## src/rtl/mac_pkg.sv

```systemverilog
// Shared types and helpers for the MAC array engine: FSM states, clog2 and
// signed saturation used when forming the output word.
package mac_pkg;

    typedef enum logic [1:0] {
        ST_IDLE,
        ST_RUN,
        ST_FLUSH,
        ST_OUT
    } state_e;

    function automatic int unsigned clog2(input int unsigned value);
        int unsigned r;
        r = 0;
        while ((32'd1 << r) < value) begin
            r = r + 1;
        end
        return r;
    endfunction

    // Clamp a signed value into the range of a w-bit signed word
    function automatic logic signed [63:0] sat_signed(input logic signed [63:0] value,
                                                      input int unsigned         w);
        logic signed [63:0] hi;
        logic signed [63:0] lo;
        logic signed [63:0] res;
        hi  = (64'sd1 <<< (w - 1)) - 64'sd1;
        lo  = -hi - 64'sd1;
        res = value;
        if (value > hi) begin
            res = hi;
        end else if (value < lo) begin
            res = lo;
        end
        return res;
    endfunction

endpackage

```

## src/rtl/mac_array_engine_tree.sv

```systemverilog
// One registered stage of signed reduction: sums LANES packed products into
// a SUMW-wide result and forwards a valid bit alongside it.
module mac_adder_tree
    import mac_pkg::*;
#(
    parameter int unsigned LANES = 4,
    parameter int unsigned PRODW = 32,
    parameter int unsigned SUMW  = PRODW + clog2(LANES)
) (
    input  logic                     clk,
    input  logic                     rst,
    input  logic                     in_valid,
    input  logic [LANES*PRODW-1:0]   prods,
    output logic                     out_valid,
    output logic signed [SUMW-1:0]   sum
);

    logic signed [SUMW-1:0] sum_c;

    always_comb begin
        sum_c = '0;
        for (int unsigned i = 0; i < LANES; i++) begin
            sum_c = sum_c + SUMW'($signed(prods[i*PRODW +: PRODW]));
        end
    end

    always_ff @(posedge clk or posedge rst) begin
        if (rst) begin
            out_valid <= 1'b0;
            sum       <= '0;
        end else begin
            out_valid <= in_valid;
            if (in_valid) begin
                sum <= sum_c;
            end
        end
    end

endmodule

```

## src/rtl/mac_array_engine.sv

```systemverilog
// Multi-lane signed MAC engine: per-beat products, adder-tree reduction and
// accumulation per neuron, then shift/ReLU/saturate and a valid/ready output.
module mac_array_engine
    import mac_pkg::*;
#(
    parameter int unsigned LANES = 4,
    parameter int unsigned DW    = 16,
    parameter int unsigned ACCW  = 40,
    parameter int unsigned OUTW  = 16,
    parameter int unsigned LENW  = 12,
    parameter int unsigned AW    = 16
) (
    input  logic                  clk,
    input  logic                  rst,
    input  logic                  start,
    input  logic [LENW-1:0]       cfg_len,
    input  logic [LENW-1:0]       cfg_neurons,
    input  logic [5:0]            cfg_shift,
    input  logic                  cfg_relu,
    input  logic [AW-1:0]         cfg_base,
    input  logic                  in_valid,
    output logic                  in_ready,
    input  logic [LANES*DW-1:0]   ifm_data,
    input  logic [LANES*DW-1:0]   w_data,
    output logic                  out_valid,
    input  logic                  out_ready,
    output logic [OUTW-1:0]       out_data,
    output logic [AW-1:0]         out_addr,
    output logic                  busy,
    output logic                  done
);

    localparam int unsigned PRODW = 2 * DW;
    localparam int unsigned SUMW  = PRODW + clog2(LANES);

    state_e state_q, state_d;

    logic [LENW-1:0]          len_q, neurons_q, beat_q, beat_d, neuron_q, neuron_d;
    logic [5:0]               shift_q;
    logic                     relu_q;
    logic signed [ACCW-1:0]   acc_q;
    logic                     s1_valid_q;
    logic [LANES*PRODW-1:0]   s1_prod_q, prod_c;
    logic                     s2_valid;
    logic signed [SUMW-1:0]   s2_sum;
    logic signed [DW-1:0]     lane_a, lane_w;
    logic signed [ACCW-1:0]   shifted;
    logic [OUTW-1:0]          result;
    logic                     beat_fire, acc_clr, cfg_load;
    logic                     in_ready_d, out_valid_d, busy_d, done_d;
    logic [OUTW-1:0]          out_data_d;
    logic [AW-1:0]            out_addr_d;

    assign beat_fire = in_valid & in_ready;

    // Lane 0 sits in the MSBs of both input words
    always_comb begin
        prod_c = '0;
        lane_a = '0;
        lane_w = '0;
        for (int unsigned i = 0; i < LANES; i++) begin
            lane_a = ifm_data[(LANES-1-i)*DW +: DW];
            lane_w = w_data[(LANES-1-i)*DW +: DW];
            prod_c[i*PRODW +: PRODW] = PRODW'(lane_a) * PRODW'(lane_w);
        end
    end

    mac_adder_tree #(
        .LANES (LANES),
        .PRODW (PRODW),
        .SUMW  (SUMW)
    ) u_tree (
        .clk       (clk),
        .rst       (rst),
        .in_valid  (s1_valid_q),
        .prods     (s1_prod_q),
        .out_valid (s2_valid),
        .sum       (s2_sum)
    );

    // Floor shift, optional ReLU, then clamp into the output word
    always_comb begin
        shifted = acc_q >>> shift_q;
        if (relu_q && (shifted < 0)) begin
            shifted = '0;
        end
        result = OUTW'(sat_signed(64'(shifted), OUTW));
    end

    always_comb begin
        state_d     = state_q;
        in_ready_d  = in_ready;
        out_valid_d = out_valid;
        out_data_d  = out_data;
        out_addr_d  = out_addr;
        busy_d      = busy;
        done_d      = 1'b0;
        beat_d      = beat_q;
        neuron_d    = neuron_q;
        acc_clr     = 1'b0;
        cfg_load    = 1'b0;
        case (state_q)
            ST_IDLE: begin
                if (start) begin
                    cfg_load   = 1'b1;
                    acc_clr    = 1'b1;
                    beat_d     = '0;
                    neuron_d   = '0;
                    out_addr_d = cfg_base;
                    in_ready_d = 1'b1;
                    busy_d     = 1'b1;
                    state_d    = ST_RUN;
                end
            end
            ST_RUN: begin
                if (beat_fire) begin
                    beat_d = beat_q + LENW'(1);
                    if (beat_q + LENW'(1) == len_q) begin
                        in_ready_d = 1'b0;
                        state_d    = ST_FLUSH;
                    end
                end
            end
            ST_FLUSH: begin
                // Last beat has landed in the accumulator once S1 and S2 are empty
                if (!s1_valid_q && !s2_valid) begin
                    out_valid_d = 1'b1;
                    out_data_d  = result;
                    state_d     = ST_OUT;
                end
            end
            ST_OUT: begin
                if (out_ready) begin
                    out_valid_d = 1'b0;
                    acc_clr     = 1'b1;
                    out_addr_d  = out_addr + AW'(1);
                    if (neuron_q + LENW'(1) == neurons_q) begin
                        done_d  = 1'b1;
                        busy_d  = 1'b0;
                        state_d = ST_IDLE;
                    end else begin
                        neuron_d   = neuron_q + LENW'(1);
                        beat_d     = '0;
                        in_ready_d = 1'b1;
                        state_d    = ST_RUN;
                    end
                end
            end
        endcase
    end

    always_ff @(posedge clk or posedge rst) begin
        if (rst) begin
            state_q    <= ST_IDLE;
            len_q      <= '0;
            neurons_q  <= '0;
            shift_q    <= '0;
            relu_q     <= 1'b0;
            beat_q     <= '0;
            neuron_q   <= '0;
            acc_q      <= '0;
            s1_valid_q <= 1'b0;
            s1_prod_q  <= '0;
            in_ready   <= 1'b0;
            out_valid  <= 1'b0;
            out_data   <= '0;
            out_addr   <= '0;
            busy       <= 1'b0;
            done       <= 1'b0;
        end else begin
            state_q    <= state_d;
            beat_q     <= beat_d;
            neuron_q   <= neuron_d;
            in_ready   <= in_ready_d;
            out_valid  <= out_valid_d;
            out_data   <= out_data_d;
            out_addr   <= out_addr_d;
            busy       <= busy_d;
            done       <= done_d;
            s1_valid_q <= beat_fire;
            if (beat_fire) begin
                s1_prod_q <= prod_c;
            end
            if (cfg_load) begin
                len_q     <= (cfg_len == '0) ? LENW'(1) : cfg_len;
                neurons_q <= (cfg_neurons == '0) ? LENW'(1) : cfg_neurons;
                shift_q   <= cfg_shift;
                relu_q    <= cfg_relu;
            end
            if (acc_clr) begin
                acc_q <= '0;
            end else if (s2_valid) begin
                acc_q <= acc_q + ACCW'(s2_sum);
            end
        end
    end

endmodule

```

## config.mk

```make
export PLATFORM = sky130hd
export DESIGN_NAME = mac_array_engine
export DESIGN_NICKNAME = d
export VERILOG_FILES = /design/src/rtl/mac_pkg.sv /design/src/rtl/mac_array_engine_tree.sv /design/src/rtl/mac_array_engine.sv
export SDC_FILE = /design/constraint.sdc
export NUM_CORES = 2
export LEC_CHECK = 0
export ABC_AREA = 1
export CAP_MARGIN = 20
export CORE_ASPECT_RATIO = 1.4
export CORE_MARGIN = 2
export CORE_UTILIZATION = 60
export DETAILED_ROUTE_END_ITERATION = 8
export GPL_TIMING_DRIVEN = 0
export HOLD_SLACK_MARGIN = 0.06
export PLACE_DENSITY = 0.78
export SETUP_SLACK_MARGIN = 0.1
export SLEW_MARGIN = 0
export SYNTH_ARGS = -nofsm -noshare
export SYNTH_HDL_FRONTEND = slang
export SYNTH_SLANG_ARGS = --single-unit
```

## constraint.sdc

```tcl
create_clock -name clk -period 21.3 [get_ports clk]
set_clock_uncertainty 0.15 [all_clocks]
set_input_delay 4.26 -clock clk [delete_from_list [all_inputs] [get_ports clk]]
set_output_delay 4.26 -clock clk [all_outputs]
set_load 0.05 [all_outputs]
```

## After elaboration in Yosys (flattened, before gate mapping)

Index checks and enable logic that the tools add are counted.

| storage, ports and cells | value |
|---|---|
| bits in registers | 297 |
| input port bits | 180 |

| operators by class | value |
|---|---|
| $lt $le $gt $ge | 3 |
| bitwise logic cells | 1 |
| reduce and logical (&&, ||, !) cells | 19 |
| shift-type cells | 1 |
| add/sub/neg operators | 7 |
| multipliers | 4 |
| equality and inequality tests | 12 |
| mux-type cells | 44 |

Operators by type and width:

| cell | number |
|---|---|
| multiplier 16 x 16 -> 32 bit | 4 |
| 2-to-1 mux 40 bit | 3 |
| 2-to-1 mux 12 bit | 8 |
| 2-to-1 mux 16 bit | 4 |
| adder 40 x 34 -> 40 bit | 1 |
| > comparator 40 x 16 -> 1 bit (second input constant) | 1 |
| < comparator 40 x 1 -> 1 bit (second input constant) | 1 |
| < comparator 40 x 16 -> 1 bit (second input constant) | 1 |
| >>> shifter 40 x 6 -> 40 bit | 1 |
| one-hot mux 12 bit (3 select lines) | 1 |
| adder 33 x 32 -> 34 bit | 1 |
| adder 34 x 32 -> 34 bit | 1 |
| adder 32 x 32 -> 33 bit | 1 |
| one-hot mux 16 bit (2 select lines) | 1 |
| adder 12 x 1 -> 12 bit (second input constant) | 2 |
| equality test 12 bit | 2 |
| zero test 12 bit | 2 |
| one-hot mux 12 bit (2 select lines) | 1 |
| adder 16 x 1 -> 16 bit (second input constant) | 1 |
| 2-to-1 mux 1 bit | 16 |
| != test 2 bit (second input constant) | 7 |
| 2-to-1 mux 2 bit | 5 |
| AND reduction 5 bit | 2 |
| one-hot mux 2 bit (4 select lines) | 1 |
| 14 further kinds | 23 |

## Depth between registers and ports, before layout

| depth | value |
|---|---|
| depth after elaboration | 7 |
| depth in mapped cells | 27 |

## Hierarchy

Synthesis repeated with hierarchy kept, for this count alone.

| unflattened totals | value |
|---|---|
| cells, all modules | 8242 |
| area total of the unflattened synthesis | 62074.5 um2 |

By module, submodules not included:

| module | instances | cells each | area an instance (um2) |
|---|---|---|---|
| mac_array_engine | 1 | 7362 | 56382.8 |
| mac_adder_tree | 1 | 880 | 5691.7 |

## Least setup slack after synthesis

Ideal clock, no wire load.

| timing path | value |
|---|---|
| path type | input -> register |
| start point | in ifm_data[55] |
| end point | reg s1_prod_q[23] |
| arrival time | 9.638 ns |
| stages | 25 |
| buffers on the path | 2 |
| path slack | 11.394 ns |
| library setup time | 0.118 ns |
| data required time | 21.032 ns |
| cell sequence | clkbuf_1 -> clkbuf_1 -> nand2_1 -> fa_1 -> inv_1 -> fa_1 -> inv_1 -> fa_1 -> inv_1 -> fa_1 -> fa_1 -> inv_1 -> fa_1 -> inv_1 -> ha_1 -> nand2_1 -> nand2_1 -> a211oi_1 -> o21ai_0 -> a21oi_1 -> o21ai_0 -> a21o_1 -> or2_2 -> nand3_1 -> nand2_1 |

| on the way | value |
|---|---|
| word-level cells in the longest chain between the ends | 1 |

Ends and longest elaborated chain:

| element | line | source |
|---|---|---|
| start: declaration | mac_array_engine.sv:23 | `input logic [LANES*DW-1:0] ifm_data,` |
| multiplier 16 x 16 -> 32 bit | mac_array_engine.sv:64 | `prod_c[i*PRODW +: PRODW] = PRODW'(lane_a) * PRODW'(lane_w);` |
| end signal: assignment | mac_array_engine.sv:182 | `s1_prod_q <= prod_c;` |
| end: declaration | mac_array_engine.sv:43 | `logic [LANES*PRODW-1:0] s1_prod_q, prod_c;` |

No other way between the ends.
A chain may end at the register's enable or synchronous reset.

## Worst setup path after layout

| timing path | value |
|---|---|
| start point | in ifm_data[31] |
| end point | reg s1_prod_q[95] |

The elaborated chain is that of the path after synthesis.

==> reports/metrics.cfg <==
[layout]
drive_gt1_frac = 0.02566
fin_area_sq_um = 64960
nets = 9784
syn_to_final_growth_pct = 6.534

[clocking]
cts_tree = yes
htree_num_levels = 2
cts_buffers = 34
clkTransAtPathRegs_ns = 0.06
cts.sinks = 297
cts_resized = 0
root_buffer = clkbuf_16
worstSkewPairLatency_ns = 0.55
clockBufferDepth = 3
holdBufCountCts = 0
postCtsSetupBuffers = 0

[floorplanning]
io-pin-count = 216
die_h_um = 381.2
rows = 138
fp.dieW_um = 273.4
die-area_sq_um = 104200
initial_core_util = 0.6036
core_sq_um = 101000

[synthesis]
synth-edff-count = 0
ys_seq_elements = 297
yosysTopAreaCellShare = 0.3658
syn_inst = 7933
ys_top_cells_by_count = nand2_1, inv_1, fa_1
ys_seq_area_frac = 0.1219
syn_area_per_cell_sq_um = 7.686
synth_nets = 9635
synth_cell_types = 60
ys_warn_count = 0
async_reset_ff_frac = 1.000
post-synth-top-count-cell = nand2_1
ys.flop_type = dfrtp_1
synth_top_area_cell = fa_1
synth_area_leaders = fa_1, nand2_1, dfrtp_1, inv_1, ha_1
syn_area_sq_um = 60970

[routing]
vias = 51650
drc = 0
vias_per_cell = 5.470
wirelength_um = 172600
dr.pass1.iters = 7
wl_per_cell_um = 18.28
ant_nets = 0
drtIter0Drc = 3885

[grt]
grt-ovfl-total = 0
grt_max_degree = 125
grt_pass1_vias = 54040
grt_pass1_wl_um = 278500
grt_usage = 0.3409
antenna_found_initial = 4

[job]
cap_violations = 0

[timing]
timing.final.ws_setup_ns = 10.40
finalCritPeriodShare = 0.5119
grt_setup_unrepaired = false
finalSetupViolCount = 0
finalHoldViolations = 0
drv_slew = 0
worst_slew_margin_rel = 0.3771
worst_slew_pin_slew_ns = 0.9344
fin_tns_setup_ns = 0
max_freq_mhz = 91.71
min_period_ns = 10.90

[placed_design]
dp_hpwl_um = 148000
gp_congestion = 0.9911
pre_cts_ws_ns = 9.960
dpl_cell_area_sq_um = 63810
io_buffers = 111

[min_path]
hold_path_startpoint = s1_valid_q$_DFF_PP0_
holdCritPathClass = flop to flop

[setup_path]
cp-start-kind = primary input
critPathLaunch = ifm_data[31]
path_cells = clkdlybuf4s50_1 -> clkbuf_1 -> nand2_1 -> fa_1 -> inv_1 -> fa_1 -> fa_1 -> fa_1 -> fa_1 -> inv_1 -> fa_1 -> inv_1 -> ha_1 -> nand2_1 -> nor4_1 -> nand4_1 -> nand3_1 -> a31oi_1 -> xor2_1 -> o21ai_0
worstPathMaxFanout = 10
crit_path_frequent_cell = fa_1
crit_path_end_kind = flop
worstReg2RegStart = s1_prod_q[0]$_DFFE_PP0P_
worstPathArrival_ns = 11.17
slowest_delay_ns = 0.80
crit_type = primary input to flop
cpMaxStageDelayCell = fa_1
required_ns = 21.57

[outcome]
status = finished clean

[layout make-up]
cell class	count	area (sq um)
fillers	8978	36050
repair buffers	113	1166
flip-flops and latches	297	7432
plain buffers	333	1363
diodes	4	10.01
inverters	1970	7405
multi-input cells	5333	44780
clock inverters	19	215.2
clock buffers	42	920.9
well taps	1330	1664
[worst max-delay path, delay by kind of cell]
kind,cells,cell delay (ns)
buffers and inverters,5,1.37
AOI/OAI and AO/OA,2,0.26
xor gates and xnor gates,1,0.36
and+or+nand+nor,5,1.11
adders and majority gates,7,3.80
[sequential cells by signal, indices dropped and copies added (netlist names), 2 cells and up]
name and cells:
u_tree.sum 34, out_data 16, neurons_q 12, s1_prod_q 128
state_q 2, out_addr 16, beat_q 12, shift_q 6
acc_q 40, neuron_q 12, len_q 12
[metal layers]
| layer | GRT usage | wire length [um] |
|---|---|---|
| met5 | 0 | 0 |
| met4 | 0.1778 | 10700 |
| met3 | 0.03442 | 9859 |
| met2 | 0.6098 | 88330 |
| met1 | 0.4032 | 63680 |
[layout by cell type, fill, tap and decap left out, drive strengths merged, types with 24 or more instances in the layout]
cell | synthesis | routed
a21o | 24 | 24
a21oi | 248 | 248
a31oi | 73 | 73
buf | 40 | 42
clkbuf | 293 | 335
clkdlybuf4s50 | 0 | 111
dfrtp | 297 | 297
fa | 1114 | 1114
ha | 408 | 408
inv | 1967 | 1969
nand2 | 2031 | 2031
nand3 | 311 | 311
nand4 | 34 | 34
nor2 | 343 | 343
nor3 | 46 | 46
o211ai | 28 | 28
o21ai | 332 | 332
o21bai | 27 | 27
or2 | 78 | 78
xnor2 | 52 | 52
xor2 | 64 | 64
[through the flow]
stage	util	std cells	hold slack, ns
floorplan	-	7933	0.2019
global placement	0.6311	9374	0.2049
detailed placement	0.6317	9376	0.2081
CTS	0.6430	9437	0.2207
global route	0.6431	9440	0.2290
finish	0.6431	9441	0.2212
[worst paths after layout]
| kind | end | slack, ns | cells after the start |
|---|---|---|---|
| max | s1_prod_q[95]$_DFFE_PP0P_ | 10.40 | 20 |
| min | u_tree.out_valid$_DFF_PP0_ | 0.22 | 0 |
| max reg2reg | u_tree.sum[13]$_DFFE_PP0P_ | 16.74 | 16 |
| min reg2reg | u_tree.out_valid$_DFF_PP0_ | 0.22 | 0 |
| max in group asynchronous | s1_prod_q[122]$_DFFE_PP0P_ | 15.52 | 4 |
| min in group asynchronous | neuron_q[0]$_DFFE_PP0P_ | 4.04 | 2 |
[logic make-up (layout without fill, tap and decap cells)]
group                    Yosys count  after routing  synth area share
AO/OA/AOI/OAI                    809            809           0.07523
XOR/XNOR                         116            116           0.01666
adder cells (fa/ha/maj)         1522           1522            0.4495
buffers and inverters           2303           2477            0.1437
flip-flops                       297            297            0.1219
multiplexers                       7              7          0.001149
other                              0              4                 0
AND/OR/NAND/NOR                 2879           2879            0.1919
Power is left out: the tool's default activity adds up to more than one toggle a clock period on the data nets, which glitch-free logic cannot reach.
